[src/rtl/memresp_gen_pkg.sv]
// Shared definitions for the write-response generator.
// Holds the default packet magic, the one-hot FSM encodings, the byte2 field
// positions, the BRESP codes, the queued-command layout and two small helpers.
package memresp_gen_pkg;

    localparam logic [7:0] DEF_RESP_MAGIC = 8'hA5;

    // One-hot FSM encodings
    typedef enum logic [2:0] {
        ST_IDLE = 3'b001,
        ST_WAIT = 3'b010,
        ST_SEND = 3'b100
    } state_t;

    // byte2 = {tid, to, mis, resp}
    localparam int unsigned B2_TID_MSB  = 7;
    localparam int unsigned B2_TID_LSB  = 4;
    localparam int unsigned B2_TO       = 3;
    localparam int unsigned B2_MIS      = 2;
    localparam int unsigned B2_RESP_MSB = 1;
    localparam int unsigned B2_RESP_LSB = 0;

    // AXI BRESP codes
    localparam logic [1:0] BRESP_OKAY   = 2'b00;
    localparam logic [1:0] BRESP_EXOKAY = 2'b01;
    localparam logic [1:0] BRESP_SLVERR = 2'b10;
    localparam logic [1:0] BRESP_DECERR = 2'b11;

    // Queued write command
    typedef struct packed {
        logic [7:0] cmd;
        logic [7:0] len;
        logic [3:0] tid;
    } req_entry_t;

    localparam int unsigned REQ_W = 20;

    function automatic logic [7:0] pack_status(logic [3:0] tid, logic to, logic mis,
                                               logic [1:0] resp);
        logic [7:0] b;
        b = '0;
        b[B2_TID_MSB:B2_TID_LSB]   = tid;
        b[B2_TO]                   = to;
        b[B2_MIS]                  = mis;
        b[B2_RESP_MSB:B2_RESP_LSB] = resp;
        return b;
    endfunction

    function automatic logic [7:0] sat_inc8(logic [7:0] v);
        return (v == 8'hFF) ? v : v + 8'd1;
    endfunction

endpackage

[src/rtl/memresp_fifo.sv]
// Synchronous FIFO holding pending write commands.
// Ports:
//   clk, rst    clock and synchronous active-high reset
//   push, wdata write side; a push while full is ignored
//   pop, rdata  read side; rdata is the current head (show-ahead)
//   empty       no entries stored
//   empty_next  no entries after this cycle's push/pop
//   full_next   DEPTH entries after this cycle's push/pop
module memresp_fifo #(
    parameter int unsigned DEPTH = 4,
    parameter int unsigned WIDTH = 20
) (
    input  logic             clk,
    input  logic             rst,
    input  logic             push,
    input  logic [WIDTH-1:0] wdata,
    input  logic             pop,
    output logic [WIDTH-1:0] rdata,
    output logic             empty,
    output logic             empty_next,
    output logic             full_next
);
    localparam int unsigned AW = $clog2(DEPTH);
    localparam logic [AW:0] FULL_CNT = (AW + 1)'(DEPTH);

    logic [WIDTH-1:0] mem [DEPTH];
    logic [AW-1:0]    wr_ptr;
    logic [AW-1:0]    rd_ptr;
    logic [AW:0]      count;
    logic [AW:0]      count_next;
    logic             do_push;
    logic             do_pop;

    assign do_push = push && (count != FULL_CNT);
    assign do_pop  = pop && (count != '0);

    always_comb begin
        count_next = count;
        if (do_push && !do_pop) begin
            count_next = count + 1'b1;
        end else if (do_pop && !do_push) begin
            count_next = count - 1'b1;
        end
    end

    assign rdata      = mem[rd_ptr];
    assign empty      = (count == '0);
    assign empty_next = (count_next == '0);
    assign full_next  = (count_next == FULL_CNT);

    always_ff @(posedge clk) begin
        if (rst) begin
            wr_ptr <= '0;
            rd_ptr <= '0;
            count  <= '0;
        end else begin
            count <= count_next;
            if (do_push) begin
                wr_ptr <= wr_ptr + 1'b1;
            end
            if (do_pop) begin
                rd_ptr <= rd_ptr + 1'b1;
            end
        end
    end

    // Storage needs no reset; occupancy is tracked by count
    always_ff @(posedge clk) begin
        if (do_push) begin
            mem[wr_ptr] <= wdata;
        end
    end

endmodule

[src/rtl/memresp_gen.sv]
// Write-response packet generator (bus_clock domain).
// Queues write commands, pairs each head command with its in-order write
// completion (or a watchdog timeout) and serialises a 4-byte status packet
// {RESP_MAGIC, cmd, {tid,to,mis,resp}, len} onto an 8-bit AXI-Stream.
// Ports:
//   bus_clock, bus_reset               clock, synchronous active-high reset
//   req_valid/req_ready/req_cmd/len/tid  command input (req_ready registered)
//   cpl_valid/cpl_ready/cpl_tid/resp   write completion (AXI B) input
//   m_tvalid/m_tready/m_tkeep/m_tlast/m_tdata  response stream
//   err_count                          saturating count of timeout, mismatch and drop events
module memresp_gen
    import memresp_gen_pkg::*;
#(
    parameter int unsigned DEPTH      = 4,
    parameter int unsigned TIMEOUT    = 1024,
    parameter logic [7:0]  RESP_MAGIC = DEF_RESP_MAGIC
) (
    input  logic       bus_clock,
    input  logic       bus_reset,
    input  logic       req_valid,
    output logic       req_ready,
    input  logic [7:0] req_cmd,
    input  logic [7:0] req_len,
    input  logic [3:0] req_tid,
    input  logic       cpl_valid,
    output logic       cpl_ready,
    input  logic [3:0] cpl_tid,
    input  logic [1:0] cpl_resp,
    output logic       m_tvalid,
    input  logic       m_tready,
    output logic       m_tkeep,
    output logic       m_tlast,
    output logic [7:0] m_tdata,
    output logic [7:0] err_count
);
    localparam int unsigned   WW        = $clog2(TIMEOUT);
    localparam logic [WW-1:0] WDOG_LAST = WW'(TIMEOUT - 1);

    req_entry_t       head;
    logic [REQ_W-1:0] q_rdata;
    logic             q_push;
    logic             q_pop;
    logic             q_empty;
    logic             q_empty_next;
    logic             q_full_next;

    state_t           state;
    logic [WW-1:0]    wdog;
    logic [1:0]       beat;
    logic [7:0]       status;
    logic             cpl_hs;
    logic             out_hs;
    logic             mis;

    assign q_push  = req_valid && req_ready;
    assign out_hs  = m_tvalid && m_tready;
    assign q_pop   = (state == ST_SEND) && (beat == 2'd3) && out_hs;
    assign cpl_hs  = cpl_valid && cpl_ready;
    assign head    = req_entry_t'(q_rdata);
    assign mis     = (cpl_tid != head.tid);
    assign m_tkeep = m_tvalid;

    memresp_fifo #(
        .DEPTH (DEPTH),
        .WIDTH (REQ_W)
    ) u_fifo (
        .clk        (bus_clock),
        .rst        (bus_reset),
        .push       (q_push),
        .wdata      ({req_cmd, req_len, req_tid}),
        .pop        (q_pop),
        .rdata      (q_rdata),
        .empty      (q_empty),
        .empty_next (q_empty_next),
        .full_next  (q_full_next)
    );

    always_ff @(posedge bus_clock) begin
        if (bus_reset) begin
            state     <= ST_IDLE;
            wdog      <= '0;
            beat      <= '0;
            status    <= '0;
            req_ready <= 1'b0;
            cpl_ready <= 1'b0;
            m_tvalid  <= 1'b0;
            m_tlast   <= 1'b0;
            m_tdata   <= '0;
            err_count <= '0;
        end else begin
            // Registered as !full_next so a full queue never accepts, even while popping
            req_ready <= !q_full_next;
            unique case (state)
                ST_IDLE: begin
                    cpl_ready <= 1'b1;
                    // Completion with no queued command has no owner
                    if (cpl_hs) begin
                        err_count <= sat_inc8(err_count);
                    end
                    if (!q_empty) begin
                        state <= ST_WAIT;
                        wdog  <= '0;
                    end
                end
                ST_WAIT: begin
                    // A handshake on the last watchdog cycle takes priority
                    if (cpl_hs || (wdog == WDOG_LAST)) begin
                        state     <= ST_SEND;
                        cpl_ready <= 1'b0;
                        beat      <= 2'd0;
                        m_tvalid  <= 1'b1;
                        m_tlast   <= 1'b0;
                        m_tdata   <= RESP_MAGIC;
                        if (cpl_hs) begin
                            status <= pack_status(head.tid, 1'b0, mis, cpl_resp);
                            if (mis) begin
                                err_count <= sat_inc8(err_count);
                            end
                        end else begin
                            status    <= pack_status(head.tid, 1'b1, 1'b0, BRESP_SLVERR);
                            err_count <= sat_inc8(err_count);
                        end
                    end else begin
                        wdog <= wdog + 1'b1;
                    end
                end
                ST_SEND: begin
                    if (out_hs) begin
                        unique case (beat)
                            2'd0: begin
                                beat    <= 2'd1;
                                m_tdata <= head.cmd;
                            end
                            2'd1: begin
                                beat    <= 2'd2;
                                m_tdata <= status;
                            end
                            2'd2: begin
                                beat    <= 2'd3;
                                m_tdata <= head.len;
                                m_tlast <= 1'b1;
                            end
                            default: begin
                                beat      <= 2'd0;
                                m_tvalid  <= 1'b0;
                                m_tlast   <= 1'b0;
                                m_tdata   <= '0;
                                cpl_ready <= 1'b1;
                                wdog      <= '0;
                                state     <= q_empty_next ? ST_IDLE : ST_WAIT;
                            end
                        endcase
                    end
                end
                default: begin
                    state <= ST_IDLE;
                end
            endcase
        end
    end

endmodule

[config.mk]
export PLATFORM = sky130hd
export DESIGN_NAME = memresp_gen
export DESIGN_NICKNAME = d
export VERILOG_FILES = /design/src/rtl/memresp_gen_pkg.sv /design/src/rtl/memresp_fifo.sv /design/src/rtl/memresp_gen.sv
export SDC_FILE = /design/constraint.sdc
export NUM_CORES = 1
export LEC_CHECK = 0
export BUFFER_PORTS_ARGS = -buffer_cell sky130_fd_sc_hd__buf_4
export CAP_MARGIN = 10
export CELL_PAD_IN_SITES_DETAIL_PLACEMENT = 0
export CELL_PAD_IN_SITES_GLOBAL_PLACEMENT = 2
export CORE_MARGIN = 2
export CORE_UTILIZATION = 33
export CTS_BUF_LIST = sky130_fd_sc_hd__clkbuf_4 sky130_fd_sc_hd__clkbuf_8
export DETAILED_ROUTE_END_ITERATION = 7
export PLACE_DENSITY = 0.68
export SLEW_MARGIN = 0
export SYNTH_ARGS = -nofsm -noshare
export SYNTH_HDL_FRONTEND = slang
export SYNTH_SLANG_ARGS = --single-unit
[constraint.sdc]
create_clock -name bus_clock -period 6.5 [get_ports bus_clock]
set_input_delay 1.3 -clock bus_clock [delete_from_list [all_inputs] [get_ports bus_clock]]
set_output_delay 1.3 -clock bus_clock [all_outputs]
set_load 0.02 [all_outputs]
After elaboration in Yosys (flattened, before gate mapping)
Memories as Yosys holds them, arrays and structs flattened. A register that Yosys moved wholly into a read port is not among the register bits.
Index checks and enable logic that the tools add are counted.
Cells by class
  add/subtract/negate cells: 6
  equality and inequality tests: 19
  muxes and demuxes: 43
  reductions and logical operators: 30
Operators with widths (number)
  8-bit 2-to-1 mux: 7
  10-bit 2-to-1 mux: 4
  8-bit case mux with 2 select lines: 2
  10-bit case mux with 3 select lines: 1
  8-bit case mux with 3 select lines: 1
  4-bit AND reduction: 5
  3-bit 2-to-1 mux: 6
  2-bit inequality test, second input constant: 7
  10-bit by 1-bit adder with 10-bit output, second input constant: 1
  10-bit equality test, second input constant: 1
  2-bit 2-to-1 mux: 5
  1-bit logical AND: 9
  1-bit 2-to-1 mux: 9
  3-bit case mux with 3 select lines: 1
  8-bit by 1-bit adder with 8-bit output, second input constant: 1
  8-bit equality test, second input constant: 1
  3-bit equality test, second input constant: 2
  3-bit zero test: 2
  3-bit inequality test, second input constant: 2
  1-bit case mux with 2 select lines: 3
  2-bit case mux with 3 select lines: 1
  3-bit nonzero test: 2
  5-bit AND reduction: 1
  2-bit by 1-bit adder with 2-bit output, second input constant: 2
  18 further kinds: 22
Word-level totals
  register bits after elaboration: 50
  RAM bits: 80
  input port bits: 31
  output and inout bits: 21
  word-level logic and storage cells: 112
  memories: 1
Memories
  u_fifo.mem: words 4, width 20, read ports 1, clocked after Yosys merged registers in 1, write ports 1, line memresp_fifo.sv:26  | logic [WIDTH-1:0] mem [DEPTH];

Depth between registers and ports, before layout
  word-level depth: 12
  depth in mapped cells: 9
  gate-level depth less buffers: 8

By module
From an unflattened synthesis, not the netlist that was laid out.
Unflattened totals
  cells, all modules: 446
  area, all modules: 5739.3 µm²
By module, submodules not included
  memresp_fifo: instances 1, cells each 171, area an instance 3454.6 µm², sequential area each 2582.5 µm²
  memresp_gen: instances 1, cells each 275, area an instance 2284.7 µm², sequential area each 860.8 µm²

Least setup slack after synthesis
Ideal clock, no wire load.
  kind: input-to-reg
  start: in req_valid
  end: mem u_fifo.mem[0][0] (enable)
  library setup time: 0.378 ns
  data arrival time: 2.371 ns
  data required time: 6.122 ns
  path slack: 3.751 ns
  stages on the path: 4
  buffers on the path: 1
  cell sequence: nand2_1 -> nor2_1 -> clkbuf_1 -> and2_1
Between the ends
  longest elaborated chain between the ends: 4
Ends and longest elaborated chain
  start: declaration: line memresp_gen.sv:20  | input logic req_valid,
  1-bit logical AND: line memresp_gen.sv:55  | assign q_push = req_valid && req_ready;
  1-bit logical AND: line memresp_fifo.sv:34  | assign do_push = push && (count != FULL_CNT);
  1-bit 2-to-1 mux: line memresp_fifo.sv:69  | if (do_push) begin
  1-bit 2-to-1 mux (implied by the code): line memresp_fifo.sv:70  | mem[wr_ptr] <= wdata;
  end: declaration: line memresp_fifo.sv:26
No other way between the ends.

Worst setup path in the final report
  start: in cpl_valid
  end: reg m_tdata[4]
Between the ends
  longest elaborated chain between the ends: 4
Ends and longest elaborated chain
  start: declaration: line memresp_gen.sv:25  | input logic cpl_valid,
  1-bit logical AND: line memresp_gen.sv:58  | assign cpl_hs = cpl_valid && cpl_ready;
  1-bit logical OR: line memresp_gen.sv:107  | if (cpl_hs || (wdog == WDOG_LAST)) begin
  2-bit inequality test (no line)
  3-bit AND reduction (no line)
  end signal: assignment: line memresp_gen.sv:132  | m_tdata <= head.cmd;
  end signal: assignment: line memresp_gen.sv:136  | m_tdata <= status;
  end signal: assignment: line memresp_gen.sv:140  | m_tdata <= head.len;
  end: declaration: line memresp_gen.sv:33  | output logic [7:0] m_tdata,
No other way between the ends.
A chain may end at the register's enable or synchronous reset.

==> results.md <==
- Headroom to the max-slew limit came out at 36.6%.
- Once layout is complete, the utilization of the core stands at between 30% and 40%.
- The worst setup path is launched from an input port.
- The part of the total power dissipated in combinational logic is between 10% and 20%.
- The number of hold buffers added after CTS was 0.
- TritonCTS built the clock tree.
- The detailed router finished its first iteration with approximately 170 violations.
- STA classifies the critical path endpoint as a flip-flop.
- The number of endpoints with negative hold slack in the final report is 0.
- Adding up every negative setup slack in the final design gives 0 ns.
- Row generation in the floorplan step produced between 40 and 50 rows.
- Of all nets on the critical path, the largest fanout is 12.
- The post-route clock period utilization is between 40 and 50%.
- The die covers around 0.018 mm2.
- The count of cell types in the netlist is between 50 and 60.
- The starting utilization of the core area is about a third.
- The final worst clock skew is between 0.015 and 0.02 ns.
- The cell at the root of the clock tree is sky130_fd_sc_hd__clkbuf_8.
- OpenSTA, run right after detailed placement, puts the worst setup slack at 3.17 ns.
- The number of global-route vias before repair is approximately 3500.
- The standard cell core area is around 0.017 mm2.
- The kind of path behind the tightest hold check is flip-flop to flip-flop.
- The chip width is between 100 and 150 um.
- The gate count after technology mapping is between 400 and 500.
- Setup repair after global routing left no endpoint under its margin.
- The number of max-slew violations in the final report is 0.
- The classification of the worst setup path is input port to flip-flop.
- The cell area after placement is 0.00619 mm2.
- The run finished with clean final reports.
- After clock tree synthesis, the setup repair step added 0 buffers.
- The top flip-flop cell by instance count after synthesis is sky130_fd_sc_hd__edfxtp_1.
- For this run, design rule violations remaining after detail routing come to 0.
- The final design instance area without fill is approximately 0.0066 mm2.
- The mean cell area of the mapped netlist is 13.3 um2.
- The number of search-and-repair iterations in the first detailed-routing pass is 4.
- The portion of total power attributed to sequential cells is approximately half.
- The clock period minus final worst setup slack is roughly 2.9 ns.
- The first global-routing pass estimated between 15000 and 20000 um of wire.
- The number of antenna violations at the first check in global routing is 0.
- At the later pin of the worst-skew pair, clock insertion delay measures roughly 0.44 ns.
- Summing over every cut layer, the via total after detailed routing is between 3000 and 4000.
- The overall track demand over capacity in global routing is roughly 14%.
- Clock-pin slew was measured on the worst setup and hold paths at around 0.090 ns.
- The smallest setup slack after layout is ~3.6 ns.
- The timing-limited maximum frequency is between 300 and 400 MHz.
- In this run the cell area of the synthesized design comes to approximately 0.0056 mm2.
- In this run the deepest clock path goes through 2 buffers.
- The maximum number of pins on one net before global-route repair is 43.
- The total wire length after detailed routing is approximately 12000 um.
- The HPWL after detailed placement is roughly 8000 um.
- Summing the sequential cell areas from Yosys gives around three fifths of the chip area.
- The residual antenna-violating net count after detailed routing is 0.
- The synthesis-to-layout area growth is 18.4%.
- At the pin with the least slew margin, the transition time is around 0.95 ns.
- The die is around 130 um tall.
- The total clock buffers created by CTS is 17.
- The number of buffer cells added on primary ports is just over 50.
- 52 I/O pins were placed.
- Summed over all layers, the global routing overflow is 0.
- After filler insertion, the fill cell instance count of the layout stands at 1619.
- For this design the ratio of total power to cell area is 289 mW/mm2.
- The required time at the endpoint of the critical path is between 6 and 7 ns.
- The number of antenna cells inserted is 0.
- The global placement routability congestion is roughly 0.77.
- Synthesis inferred between 100 and 150 register bits.
- Internal power comes to between 1000 and 1500 uW.
- Summed over all cells, the static leakage comes to between 0.002 and 0.0025 uW.
- The worst supply voltage drop on vdd is roughly 0.17 mV.
- The arrival time of the worst setup path is ~3.3 ns.
- The share of async-settable or async-resettable flops after synthesis is 0%.
- Counting every net in the synthesized netlist gives ~470.
- Net switching is a little over a quarter of the power.
- Yosys mapped a number of flops with a built-in enable equal to 80.
- The power spent charging and discharging nets is roughly 510 uW.
- After clock tree synthesis, the repair step resized 0 gates.
- Counting every sink on the clock net gives ~130.
- Setup violations remaining at the end of the flow were counted as 0.
- In the routed layout, each cell is associated on average with a via count of 4.87.
- The share of final-layout standard cells stronger than drive strength 1 is about 22%.
- The count of maximum capacitance violations is 0.
- The number of levels in the clock H-tree is 4.
- At the end of the flow, the number of nets in the layout was ~520.
- The fraction of power consumed by the clock network is about two fifths.
- After detailed routing, the average wire length per cell comes to between 15 and 20 um.
- The count of synthesis-stage warnings from yosys is 0.
critical path: stages:
cell and delay, ns:
sky130_fd_sc_hd__buf_4 0.09, sky130_fd_sc_hd__and2_1 0.16, sky130_fd_sc_hd__a41oi_1 0.10, sky130_fd_sc_hd__nor2_1 0.68
sky130_fd_sc_hd__nor2_1 0.32, sky130_fd_sc_hd__or3_1 0.43, sky130_fd_sc_hd__a21oi_1 0.16
registers in the layout (all words and copies together), names as in the netlist, named ones only:
register / flops
err_count: 8
u_fifo.mem: 80
m_tlast: 1
cpl_ready: 1
u_fifo.rd_ptr: 2
m_tkeep: 1
u_fifo.count: 3
beat: 2
state: 3
u_fifo.wr_ptr: 2
wdog: 10
m_tdata: 8
status: 8
req_ready: 1
cells in the final DEF (no fill, tap or decap), types with 2 or more instances in the layout:
cell type / synthesis / layout
sky130_fd_sc_hd__a21oi_1: 26 / 26
sky130_fd_sc_hd__a221o_1: 2 / 2
sky130_fd_sc_hd__a222oi_1: 7 / 7
sky130_fd_sc_hd__a22oi_1: 2 / 2
sky130_fd_sc_hd__a41oi_1: 2 / 2
sky130_fd_sc_hd__and2_1: 11 / 11
sky130_fd_sc_hd__and3_1: 8 / 8
sky130_fd_sc_hd__and4_1: 3 / 3
sky130_fd_sc_hd__buf_4: 1 / 56
sky130_fd_sc_hd__bufinv_16: 0 / 3
sky130_fd_sc_hd__clkbuf_8: 0 / 17
sky130_fd_sc_hd__clkinvlp_4: 0 / 2
sky130_fd_sc_hd__dfxtp_1: 52 / 52
sky130_fd_sc_hd__edfxtp_1: 80 / 80
sky130_fd_sc_hd__ha_1: 14 / 14
sky130_fd_sc_hd__inv_1: 8 / 8
sky130_fd_sc_hd__inv_6: 0 / 5
sky130_fd_sc_hd__inv_8: 0 / 5
sky130_fd_sc_hd__mux2i_1: 3 / 3
sky130_fd_sc_hd__mux4_1: 7 / 7
sky130_fd_sc_hd__mux4_2: 13 / 13
sky130_fd_sc_hd__nand2_1: 28 / 28
sky130_fd_sc_hd__nand2b_1: 7 / 7
sky130_fd_sc_hd__nand3_1: 13 / 13
sky130_fd_sc_hd__nand4_1: 4 / 4
sky130_fd_sc_hd__nand4b_1: 2 / 2
sky130_fd_sc_hd__nor2_1: 37 / 37
sky130_fd_sc_hd__nor3_1: 6 / 6
sky130_fd_sc_hd__nor4_1: 2 / 2
sky130_fd_sc_hd__o21ai_0: 9 / 8
sky130_fd_sc_hd__o21ai_1: 3 / 4
sky130_fd_sc_hd__or3_1: 14 / 14
sky130_fd_sc_hd__xnor2_1: 7 / 7
sky130_fd_sc_hd__xor2_1: 12 / 12
synthesized netlist by cell type (all sizes together), types with 6 or more instances:
| library cell | number | area [um2] |
|---|---|---|
| ha | 14 | 175 |
| clkbuf | 11 | 41.3 |
| nand2b | 7 | 43.8 |
| and2 | 11 | 68.8 |
| o21ai | 13 | 68.8 |
| buf | 10 | 62.6 |
| a21oi | 27 | 139 |
| xnor2 | 8 | 77.6 |
| dfxtp | 52 | 1040 |
| edfxtp | 80 | 2400 |
| inv | 8 | 30.0 |
| a222oi | 7 | 70.1 |
| nor2 | 37 | 139 |
| nand2 | 28 | 105 |
| nor3 | 6 | 30.0 |
| mux4 | 20 | 477 |
| nand3 | 13 | 65.1 |
| and3 | 8 | 50.1 |
| or3 | 14 | 87.6 |
| xor2 | 12 | 105 |
metal layers:
metal / GRT usage (%) / wire, um / part of all wire [%]
met2: 23.1 / 5910 / 48
met3: 4.12 / 414 / 3.4
met1: 18.4 / 5780 / 47
met5: 0 / 0 / 0
met4: 4.74 / 89 / 0.73
through the flow:
| stage | hold WS [ns] | instances | power (uW) |
|---|---|---|---|
| finish | 0.463 | 709 | 1910 |
| global route | 0.484 | 709 | 2000 |
| CTS | 0.461 | 709 | 1940 |
| detailed placement | 0.448 | 677 | 1170 |
| global placement | 0.444 | 677 | 1160 |
| floorplan | 0.432 | 422 | 1100 |
final timing paths:
path	from	endpoint	slack, ns	depth (start not counted)
min reg2reg	status[5]	status[5]	0.46	2
max reg2reg	flip-flop	err_count[1]	3.76	6
max	cpl_valid	m_tdata[4]	3.61	7
min	status[5]	status[5]	0.46	2
area by class of cell:
class                      instances  area, um2  area share (%)
clock buffer                      17        234            3.53
clock inverter                    15        205            3.10
inverter                           8       30.0           0.453
multi-input combinational        261       2020            30.5
sequential                       132       3440            52.0
tap                              220        275            4.15
timing repair buffer              56        420            6.34
logic make-up after synthesis:
kind of cell / Yosys count / share of synthesized area (%)
xor+xnor: 20 / 3.26
compound gates: 64 / 7.69
buf+inv: 29 / 2.39
simple gates: 140 / 12.9
mux: 23 / 9.06
flops: 132 / 61.5
fa+ha+maj: 14 / 3.13
power by group through the flow:
| stage | logic, uW | clock network (uW) | registers, uW |
|---|---|---|---|
| 2_1_floorplan | 133 | 0 | 969 |
| 3_3_place_gp | 196 | 0 | 968 |
| 3_5_place_dp | 200 | 0 | 968 |
| 4_1_cts | 201 | 787 | 948 |
| 5_1_grt | 223 | 827 | 954 |
| 6_report | 200 | 766 | 948 |
No activity file was read; power rests on OpenSTA's default activity.
